===== src/rtl/wb_stage.sv =====
// Writeback stage: merges ALU results and buffered, extended load returns into the register file write port.
// Optional WB_FWD_EN adds a held copy of the last register write for read-after-write forwarding.
module wb_stage #(
   parameter int XLEN       = 32,
   parameter int REG_ADDR_W = 5,
   parameter int LQ_DEPTH   = 2
) (
   input  logic                  clk_i,
   input  logic                  reset_i,
   input  logic                  alu_valid_i,
   output logic                  alu_ready_o,
   input  logic [REG_ADDR_W-1:0] alu_rd_addr_i,
   input  logic [XLEN-1:0]       alu_data_i,
   input  logic                  ld_valid_i,
   output logic                  ld_ready_o,
   input  logic [REG_ADDR_W-1:0] ld_rd_addr_i,
   input  logic [2:0]            ld_funct3_i,
   input  logic [1:0]            ld_byte_off_i,
   input  logic [XLEN-1:0]       ld_data_i,
   output logic [REG_ADDR_W-1:0] rd_addr_o,
   output logic                  rd_write_en_o,
   output logic [XLEN-1:0]       rd_data_o,
   output logic                  retire_o,
   output logic                  ld_err_o,
   output logic                  busy_o
`ifdef WB_FWD_EN
   ,
   output logic                  fwd_valid_o,
   output logic [REG_ADDR_W-1:0] fwd_addr_o,
   output logic [XLEN-1:0]       fwd_data_o
`endif
);

   localparam int LQ_AW = (LQ_DEPTH > 1) ? $clog2(LQ_DEPTH) : 1;

   logic [REG_ADDR_W-1:0] lq_rd   [LQ_DEPTH];
   logic [2:0]            lq_f3   [LQ_DEPTH];
   logic [1:0]            lq_off  [LQ_DEPTH];
   logic [XLEN-1:0]       lq_data [LQ_DEPTH];
   logic [LQ_AW-1:0]      wr_ptr, rd_ptr;
   logic [LQ_AW:0]        lq_count;
   logic                  lq_full, lq_empty, armed;
   logic                  push, pop, alu_fire;

   logic [REG_ADDR_W-1:0] head_rd;
   logic [2:0]            head_f3;
   logic [1:0]            head_off;
   logic [XLEN-1:0]       head_data;
   logic [7:0]            ld_byte;
   logic [15:0]           ld_half;
   logic [XLEN-1:0]       ld_ext;
   logic                  ld_illegal;

   logic                  wr_en_d, retire_d, err_d;
   logic [REG_ADDR_W-1:0] wr_addr_d;
   logic [XLEN-1:0]       wr_data_d;

   // Handshake: a transfer happens on a rising clk_i edge where valid and ready are both 1;
   // ready depends only on registered state, and sources hold their payload while valid && !ready.
   // armed stays low for the first edge after reset release so nothing is accepted or written there.
   assign lq_full     = (lq_count == (LQ_AW+1)'(LQ_DEPTH));
   assign lq_empty    = (lq_count == '0);
   assign alu_ready_o = armed && !lq_full;
   assign ld_ready_o  = armed && !lq_full;
   assign busy_o      = !lq_empty;
   assign alu_fire    = alu_valid_i && alu_ready_o;
   assign push        = ld_valid_i && ld_ready_o;
   assign pop         = armed && (lq_full || (!alu_valid_i && !lq_empty));

   assign head_rd   = lq_rd[rd_ptr];
   assign head_f3   = lq_f3[rd_ptr];
   assign head_off  = lq_off[rd_ptr];
   assign head_data = lq_data[rd_ptr];
   assign ld_byte   = head_data[{head_off, 3'b000} +: 8];
   assign ld_half   = head_off[1] ? head_data[31:16] : head_data[15:0];

   always_comb begin
      ld_ext     = '0;
      ld_illegal = 1'b0;
      case (head_f3)
         3'b000:  ld_ext = {{(XLEN-8){ld_byte[7]}}, ld_byte};
         3'b100:  ld_ext = XLEN'(ld_byte);
         3'b001:  ld_ext = {{(XLEN-16){ld_half[15]}}, ld_half};
         3'b101:  ld_ext = XLEN'(ld_half);
         3'b010:  ld_ext = head_data;
         default: ld_illegal = 1'b1;
      endcase
   end

   // ALU wins unless the load queue is full; x0 destinations retire without a write.
   always_comb begin
      wr_en_d   = 1'b0;
      retire_d  = 1'b0;
      err_d     = 1'b0;
      wr_addr_d = '0;
      wr_data_d = '0;
      if (alu_fire) begin
         retire_d = 1'b1;
         if (alu_rd_addr_i != '0) begin
            wr_en_d   = 1'b1;
            wr_addr_d = alu_rd_addr_i;
            wr_data_d = alu_data_i;
         end
      end else if (pop) begin
         retire_d = 1'b1;
         err_d    = ld_illegal;
         if (head_rd != '0) begin
            wr_en_d   = 1'b1;
            wr_addr_d = head_rd;
            wr_data_d = ld_ext;
         end
      end
   end

   always_ff @(posedge clk_i) begin
      if (push) begin
         lq_rd[wr_ptr]   <= ld_rd_addr_i;
         lq_f3[wr_ptr]   <= ld_funct3_i;
         lq_off[wr_ptr]  <= ld_byte_off_i;
         lq_data[wr_ptr] <= ld_data_i;
      end
   end

   always_ff @(posedge clk_i or posedge reset_i) begin
      if (reset_i) begin
         armed    <= 1'b0;
         wr_ptr   <= '0;
         rd_ptr   <= '0;
         lq_count <= '0;
      end else begin
         armed <= 1'b1;
         if (push) wr_ptr <= wr_ptr + LQ_AW'(1);
         if (pop)  rd_ptr <= rd_ptr + LQ_AW'(1);
         case ({push, pop})
            2'b10:   lq_count <= lq_count + (LQ_AW+1)'(1);
            2'b01:   lq_count <= lq_count - (LQ_AW+1)'(1);
            default: lq_count <= lq_count;
         endcase
      end
   end

   always_ff @(posedge clk_i or posedge reset_i) begin
      if (reset_i) begin
         rd_write_en_o <= 1'b0;
         retire_o      <= 1'b0;
         ld_err_o      <= 1'b0;
         rd_addr_o     <= '0;
         rd_data_o     <= '0;
      end else begin
         rd_write_en_o <= wr_en_d;
         retire_o      <= retire_d;
         ld_err_o      <= err_d;
         rd_addr_o     <= wr_addr_d;
         rd_data_o     <= wr_data_d;
      end
   end

`ifdef WB_FWD_EN
   always_ff @(posedge clk_i or posedge reset_i) begin
      if (reset_i) begin
         fwd_valid_o <= 1'b0;
         fwd_addr_o  <= '0;
         fwd_data_o  <= '0;
      end else if (wr_en_d) begin
         fwd_valid_o <= 1'b1;
         fwd_addr_o  <= wr_addr_d;
         fwd_data_o  <= wr_data_d;
      end
   end
`endif

endmodule


===== config.mk =====
export PLATFORM = sky130hd
export DESIGN_NAME = wb_stage
export DESIGN_NICKNAME = d
export VERILOG_FILES = /design/src/rtl/wb_stage.sv
export SDC_FILE = /design/constraint.sdc
export NUM_CORES = 1
export LEC_CHECK = 0
export CAP_MARGIN = 20
export CORE_MARGIN = 3
export CORE_UTILIZATION = 29
export CTS_BUF_LIST = sky130_fd_sc_hd__clkbuf_8
export DETAILED_ROUTE_END_ITERATION = 8
export GPL_TIMING_DRIVEN = 0
export PLACE_DENSITY = 0.49
export RECOVER_POWER = 100
export SLEW_MARGIN = 0
export SYNTH_ARGS = -nofsm -noshare
export SYNTH_HDL_FRONTEND = slang
export SYNTH_SLANG_ARGS = --single-unit
export TNS_END_PERCENT = 1

===== constraint.sdc =====
create_clock -name clk_i -period 3.8 [get_ports clk_i]
set_clock_uncertainty 0.15 [all_clocks]
set_input_delay 0.76 -clock clk_i [delete_from_list [all_inputs] [get_ports clk_i]]
set_output_delay 0.76 -clock clk_i [all_outputs]
set_load 0.005 [all_outputs]

==> results.cfg, run 1 <==
[detailed_routing]
ant_nets = 0
routed_via_density = 4.87
first_pass_iters = 4
routed_wire_length_per_instance_um = 18.8
via_count = 3938
wirelength_um = 15200
drtIter0Drc = 220
drcViolationCount = 0

[timing]
fin_setup_tns_ns = 0
period_minus_slack_ns = 3.31
setup_violations = 0
final_max_slew_viol_count = 49
worst_hold_slack_ns = 0.350
worst-slew-pin-transition_ns = 1.84
maxSlewHeadroom = -0.231
clock.fmax_ghz = 0.302
min_period_over_period = 0.871
final_report_hold_violation_count = 0
rsz0062_at_grt = false

[layout]
flow.area_growth_from_synthesis_pct = 36.5
layout.area.seq_um2 = 3650
number_of_nets_in_the_layout = 651
antennaDiodeCount = 0
final.fill_count = 1740
drive_above_1_share = 0.134
multi_input_logic_area_um2 = 1710
final_core_util = 0.411

[worst_setup_path]
kind_of_start_point_of_the_critical_path = flip-flop
critical-path-max-stage-delay_ns = 0.60
class_of_the_most_critical_setup_path = reg2reg
timing.critical_path.arrival_ns = 3.48
worstPathRequired_ns = 3.97
crit_path_end_kind = flip-flop
path_common_cell = sky130_fd_sc_hd__buf_6
timing.critical_path.cells = buf_6 > buf_6 > buf_6 > clkbuf_1 > mux2i_1 > a211oi_1 > a2111oi_0 > o21ai_0
worst_path_max_delay_cell = sky130_fd_sc_hd__clkbuf_1
critical_path.max_fanout = 10

[synth]
synthesized_area_um2 = 5540
syn-instance-count = 420
post_synth_and_or_nand_nor_area_fraction = 0.105
synth_flop_cell = sky130_fd_sc_hd__edfxtp_1
largest_family_of_logic_cells_by_synthesized_area = compound AO/OA/AOI/OAI gates
synth.yosys.warnings = 0
synth-xor-area-share = 0.00790
synth.net_count = 504
async_reset_ff_frac = 0.349
arithmetic_cell_share_of_the_synthesized_area_counting_full_adders_half_adders_and_majority_gates = 0.00226
synthDistinctLibCells = 49
seq_area_frac_synth = 0.659
synth-seq-cells = 129
syn_avg_cell_area_um2 = 13.2
synthMuxAreaShare = 0.0876
synth-edff-count = 84
synth_area_in_compound_gates = 0.105

[grt]
overflow = 0
initial_antenna_violation_count = 0
grt_pass1_wl_um = 23100
grt_max_degree = 32
grt_util_all_layers = 0.150
first_global_vias = 4054

[die]
die_area_um2 = 20800
die_w_um = 144
std_cell_rows = 49
io-pin-count = 126
die-height_um = 144
core_um2 = 18400
initial_utilization = 0.301

[placement]
hpwl_reported_at_the_end_of_detailed_placement_um = 11300
port-buffer-count = 125
routabilityCongestion = 0.775

[pwr]
power.switching_mw = 1.51
power_switching_share = 0.314
cellPowerDensity_nw_per_um2 = 635
clock_power_share = 0.289
power.leakage_nw = 2.88
share_seq_of_total_power = 0.385
power_frac_comb = 0.327
power.ir.vdd_worst_uv = 225
power.internal_mw = 3.29

[clock_tree]
clk_root_buffer_cell = sky130_fd_sc_hd__clkbuf_8
numCtsBuffers = 17
post_cts_buffers = 0
clock_tree.buffer_depth = 2
cts.repair.resized = 0
insertion_delay_ns = 0.45
cts-hold-fix-buffers = 0
clk_pin_slew_worst_paths_ns = 0.08
count_of_clock_tree_sinks = 129
clock_tree.htree_level_count = 4
cts_tree = done

[outcome]
failed_checks = max-capacitance violations, max-slew violations
status = finished, violations left

[job]
maxCapViolCount = 2

[min_path]
worst_min_delay_path_category = reg2reg
per-stage QoR:
| stage | cells | power, mW | instance area [um2] | setup WS, ns |
|---|---|---|---|---|
| after floorplan | 420 | 2.83 | 5540 | 0.586 |
| after global placement | 774 | 3.52 | 7080 | -1.22 |
| after detailed placement | 777 | 3.55 | 7150 | 0.753 |
| after CTS | 809 | 4.95 | 7620 | 0.727 |
| after global routing | 809 | 5.07 | 7560 | 0.336 |
| final | 809 | 4.80 | 7560 | 0.489 |
state kept, by name (all words and copies together) (netlist names), 2 cells and up:
signal / count
lq_off: 4
rd_addr_o: 5
lq_f3: 6
rd_data_o: 32
lq_rd: 10
lq_data: 64
lq_count: 2
power groups by stage:
| stage | clock network (mW) | registers (mW) | logic, mW |
|---|---|---|---|
| finish | 1.39 | 1.85 | 1.57 |
| global route | 1.49 | 1.87 | 1.71 |
| CTS | 1.42 | 1.86 | 1.67 |
| detailed placement | 0 | 1.89 | 1.66 |
| global placement | 0 | 1.89 | 1.63 |
| floorplan | 0 | 1.88 | 0.946 |
logic make-up after synthesis:
family	after synthesis
fa+ha+maj	1
compound gates	84
mux	44
flops	129
simple gates	128
xor+xnor	5
other cells	1
buf+inv	28
critical path, delay by kind of cell (launching register included):
kind,cells,cell delay (ns)
muxes,1,0.45
DFF,1,0.49
buffers and inverters,4,1.12
AOI/OAI and AO/OA,3,0.95
synth_stat cells (3+ instances only):
library cell                number  area share
sky130_fd_sc_hd__dfrtp_1        45        0.20
sky130_fd_sc_hd__o21ai_1        13       0.012
sky130_fd_sc_hd__inv_1           7      0.0047
sky130_fd_sc_hd__buf_2           4      0.0036
sky130_fd_sc_hd__a2111oi_0       7       0.011
sky130_fd_sc_hd__edfxtp_1       84        0.46
sky130_fd_sc_hd__xnor2_1         4      0.0063
sky130_fd_sc_hd__mux2_2         19       0.039
sky130_fd_sc_hd__clkbuf_2        3      0.0027
sky130_fd_sc_hd__nor3_1         19       0.017
sky130_fd_sc_hd__clkbuf_1        4      0.0027
sky130_fd_sc_hd__nor2_1         48       0.033
sky130_fd_sc_hd__a211oi_1       23       0.031
sky130_fd_sc_hd__buf_6           8       0.016
sky130_fd_sc_hd__o21ai_0        27       0.024
sky130_fd_sc_hd__mux2i_1        22       0.040
sky130_fd_sc_hd__nor3b_1         3      0.0041
sky130_fd_sc_hd__nand2_1        41       0.028
worst paths after layout:
path                                                end  slack (ns)                     from  cells after the start
worst min-delay path            lq_count[1]$_DFFE_PP0P_        0.35  lq_count[1]$_DFFE_PP0P_                      1
min in group asynchronous            retire_o$_DFF_PP0_        0.65                  reset_i                      2
max in group asynchronous       rd_data_o[10]$_DFF_PP0_        0.79                  reset_i                      3
worst max register to register   rd_data_o[3]$_DFF_PP0_        0.49       rd_ptr$_DFFE_PP0P_                      8
worst min register to register  lq_count[1]$_DFFE_PP0P_        0.35  lq_count[1]$_DFFE_PP0P_                      1
worst max-delay path             rd_data_o[3]$_DFF_PP0_        0.49       rd_ptr$_DFFE_PP0P_                      8
routing by layer:
metal | GRT usage | vias up | routed length (um)
met5 | 0 | - | 0
met4 | 0.0574 | 0 | 288
met3 | 0.0400 | 24 | 908
met2 | 0.237 | 141 | 7150
met1 | 0.200 | 1922 | 6830
li1 | - | 1851 | -
placed cells by master, fill, tap and decap left out, types with 4 or more instances in the layout:
master	synthesis	layout
sky130_fd_sc_hd__clkbuf_8	0	17
sky130_fd_sc_hd__buf_2	4	4
sky130_fd_sc_hd__nor2_1	48	48
sky130_fd_sc_hd__mux2i_1	22	22
sky130_fd_sc_hd__nor3_1	19	19
sky130_fd_sc_hd__a2111oi_0	7	7
sky130_fd_sc_hd__xnor2_1	4	4
sky130_fd_sc_hd__mux2_2	19	19
sky130_fd_sc_hd__nand2_1	41	41
sky130_fd_sc_hd__a211oi_1	23	23
sky130_fd_sc_hd__o21ai_0	27	37
sky130_fd_sc_hd__dfrtp_1	45	45
sky130_fd_sc_hd__clkbuf_1	4	9
sky130_fd_sc_hd__inv_1	7	7
sky130_fd_sc_hd__bufinv_16	0	6
sky130_fd_sc_hd__edfxtp_1	84	84
sky130_fd_sc_hd__clkdlybuf4s50_1	0	39
sky130_fd_sc_hd__dlygate4sd3_1	0	86
sky130_fd_sc_hd__buf_6	8	6
final cells by class:
cell class              count  share of cell area
multi-input cells         263               0.226
clock inverters            15              0.0316
inverters                   7             0.00347
repair buffers            128               0.169
plain buffers              21              0.0182
well taps                 229              0.0379
clock buffers              17              0.0309
flip-flops and latches    129               0.482
(Power assumes the default switching activity.)
==> run 2, diff against run 1 <==
- PLACE_DENSITY: 0.49 -> 0.51
- clock period: 3.8 -> 2.95 ns (I/O delays scaled with it)
==> run 2 against run 1 <==
  * The run now ends clean
  * Combinational power up 29%
  * Register-to-register slack worse by 0.36 ns
  * Design area up 0.13%
  * Sequential share of layout area down 0.064 points
  * Via count down 1.7%
  * Power up 29%
  * Flip-flop and latch count unchanged
  * Sequential power up 29%
  * Cell count unchanged
  * Non-clock buffer count unchanged
  * Clock power up 29%
  * Die area unchanged
==> results.cfg, run 2 (synthesis gave the netlist of run 1 again) <==
[layout]
regMostFlops = lq_data
largest_register_ffs = 64
number_of_nets_in_the_layout = 651
reg.largest.list = lq_data (64), rd_data_o (32), lq_rd (10)
antennaDiodeCount = 0
layout.cells.most_common_list = sky130_fd_sc_hd__dlygate4sd3_1 (85), sky130_fd_sc_hd__edfxtp_1 (84), sky130_fd_sc_hd__nor2_1 (47), sky130_fd_sc_hd__dfrtp_1 (45), sky130_fd_sc_hd__nand2_1 (41)
layout.cells.most_common = sky130_fd_sc_hd__dlygate4sd3_1
finalInstanceArea_um2 = 7570
drive_above_1_share = 0.150
flow.area_growth_from_synthesis_pct = 36.7

[detailed_routing]
drcViolationCount = 0
ant_nets = 0
drtIter0Drc = 224
first_pass_iters = 4
wirelength_um = 14900
routed_via_density = 4.78
routed_wire_length_per_instance_um = 18.5
via_count = 3870

[clock_tree]
post_cts_buffers = 0
clk_root_buffer_cell = sky130_fd_sc_hd__clkbuf_8
count_of_clock_tree_sinks = 129
numCtsBuffers = 17
insertion_delay_ns = 0.43
cts_tree = done
clk_pin_slew_worst_paths_ns = 0.08
cts-hold-fix-buffers = 0
clock_tree.buffer_depth = 2
cts.repair.resized = 1
clock_tree.htree_level_count = 4

[timing]
worst-slew-pin-transition_ns = 1.02
clock.fmax_ghz = 0.354
final_max_slew_viol_count = 0
min_period_over_period = 0.957
fin_setup_tns_ns = 0
setup_violations = 0
rsz0062_at_grt = false
final_report_hold_violation_count = 0
maxSlewHeadroom = 0.322
period_minus_slack_ns = 2.82

[die]
core_um2 = 18400
die_area_um2 = 20800
io-pin-count = 126
die_w_um = 144
initial_utilization = 0.301
die-height_um = 144
std_cell_rows = 49

[worst_setup_path]
path_common_cell = sky130_fd_sc_hd__buf_6
kind_of_start_point_of_the_critical_path = flip-flop
crit_path_end_kind = flip-flop
timing.critical_path.arrival_ns = 2.97
timing.critical_path.cells = buf_6 > buf_6 > buf_6 > buf_6 > mux2i_1 > a211oi_1 > a2111oi_0 > o21ai_0
worstPathRequired_ns = 3.10
critical_path.max_fanout = 10
worst_path_max_delay_cell = sky130_fd_sc_hd__a2111oi_0
critical-path-max-stage-delay_ns = 0.53
class_of_the_most_critical_setup_path = reg2reg
rrSetupSlack_ns = 0.13

[outcome]
status = complete, no violations

[pwr]
power.leakage_nw = 2.90
power.ir.vdd_worst_uv = 304
cellPowerDensity_nw_per_um2 = 818

[grt]
initial_antenna_violation_count = 0
overflow = 0
grt_pass1_wl_um = 22400
first_global_vias = 3880
grt_max_degree = 36
grt_util_all_layers = 0.145

[placement]
routabilityCongestion = 0.831
placed_area_um2 = 7150
port-buffer-count = 125
hpwl_reported_at_the_end_of_detailed_placement_um = 11100

[min_path]
worst_min_delay_path_category = reg2reg

[job]
maxCapViolCount = 0
[run 2: worst max-delay path, delay by kind of cell, from the launching register on]
kind,cells,cell delay [ns]
DFF,1,0.50
muxes,1,0.50
buffers and inverters,4,0.70
AOI/OAI and AO/OA,3,0.84
[run 2: routing by layer]
| layer | up-vias | global-route usage | part of all wire |
|---|---|---|---|
| li1 | 1850 | - | - |
| met1 | 1884 | 0.196 | 0.46 |
| met2 | 120 | 0.231 | 0.47 |
| met3 | 16 | 0.0367 | 0.050 |
| met4 | 0 | 0.0471 | 0.015 |
| met5 | - | 0 | 0 |
[run 2: cell type report]
| type | instances | area, um2 |
|---|---|---|
| multi-input combinational | 263 | 1700 |
| clock buffer | 20 | 275 |
| timing repair buffer | 128 | 1280 |
| tap | 229 | 287 |
| buffer | 21 | 149 |
| fill | 1739 | 10800 |
| inverter | 7 | 26.3 |
| clock inverter | 12 | 203 |
| sequential | 129 | 3650 |
[run 2: where the power goes]
part / switching (mW) / internal [mW] / leakage, nW / total [mW]
registers: 0.120 / 2.26 / 1.36 / 2.38
clock network: 0.709 / 1.08 / 0.240 / 1.79
logic: 1.11 / 0.917 / 1.30 / 2.03
[run 2: metrics by stage]
stage / power [mW] / hold WS, ns / instances / util / worst slack [ns]
floorplan: 3.64 / 0.307 / 420 / - / 0.447
global placement: 4.51 / 0.330 / 774 / 0.385 / -0.677
detailed placement: 4.56 / 0.339 / 777 / 0.389 / -0.0729
CTS: 6.37 / 0.275 / 809 / 0.415 / 0.0643
global route: 6.54 / 0.369 / 809 / 0.412 / 0.0285
finish: 6.20 / 0.353 / 809 / 0.412 / 0.127
[run 2: final timing paths]
check | startpoint | depth (start not counted) | endpoint
setup / recovery | rd_ptr$_DFFE_PP0P_ | 8 | rd_data_o[4]$_DFF_PP0_
hold / removal | lq_count[1]$_DFFE_PP0P_ | 1 | lq_count[1]$_DFFE_PP0P_
setup reg to reg | rd_ptr$_DFFE_PP0P_ | 8 | rd_data_o[4]$_DFF_PP0_
hold reg to reg | lq_count[1]$_DFFE_PP0P_ | 1 | lq_count[1]$_DFFE_PP0P_
max in group asynchronous | reset_i | 3 | rd_data_o[7]$_DFF_PP0_
min in group asynchronous | reset_i | 2 | rd_addr_o[3]$_DFF_PP0_
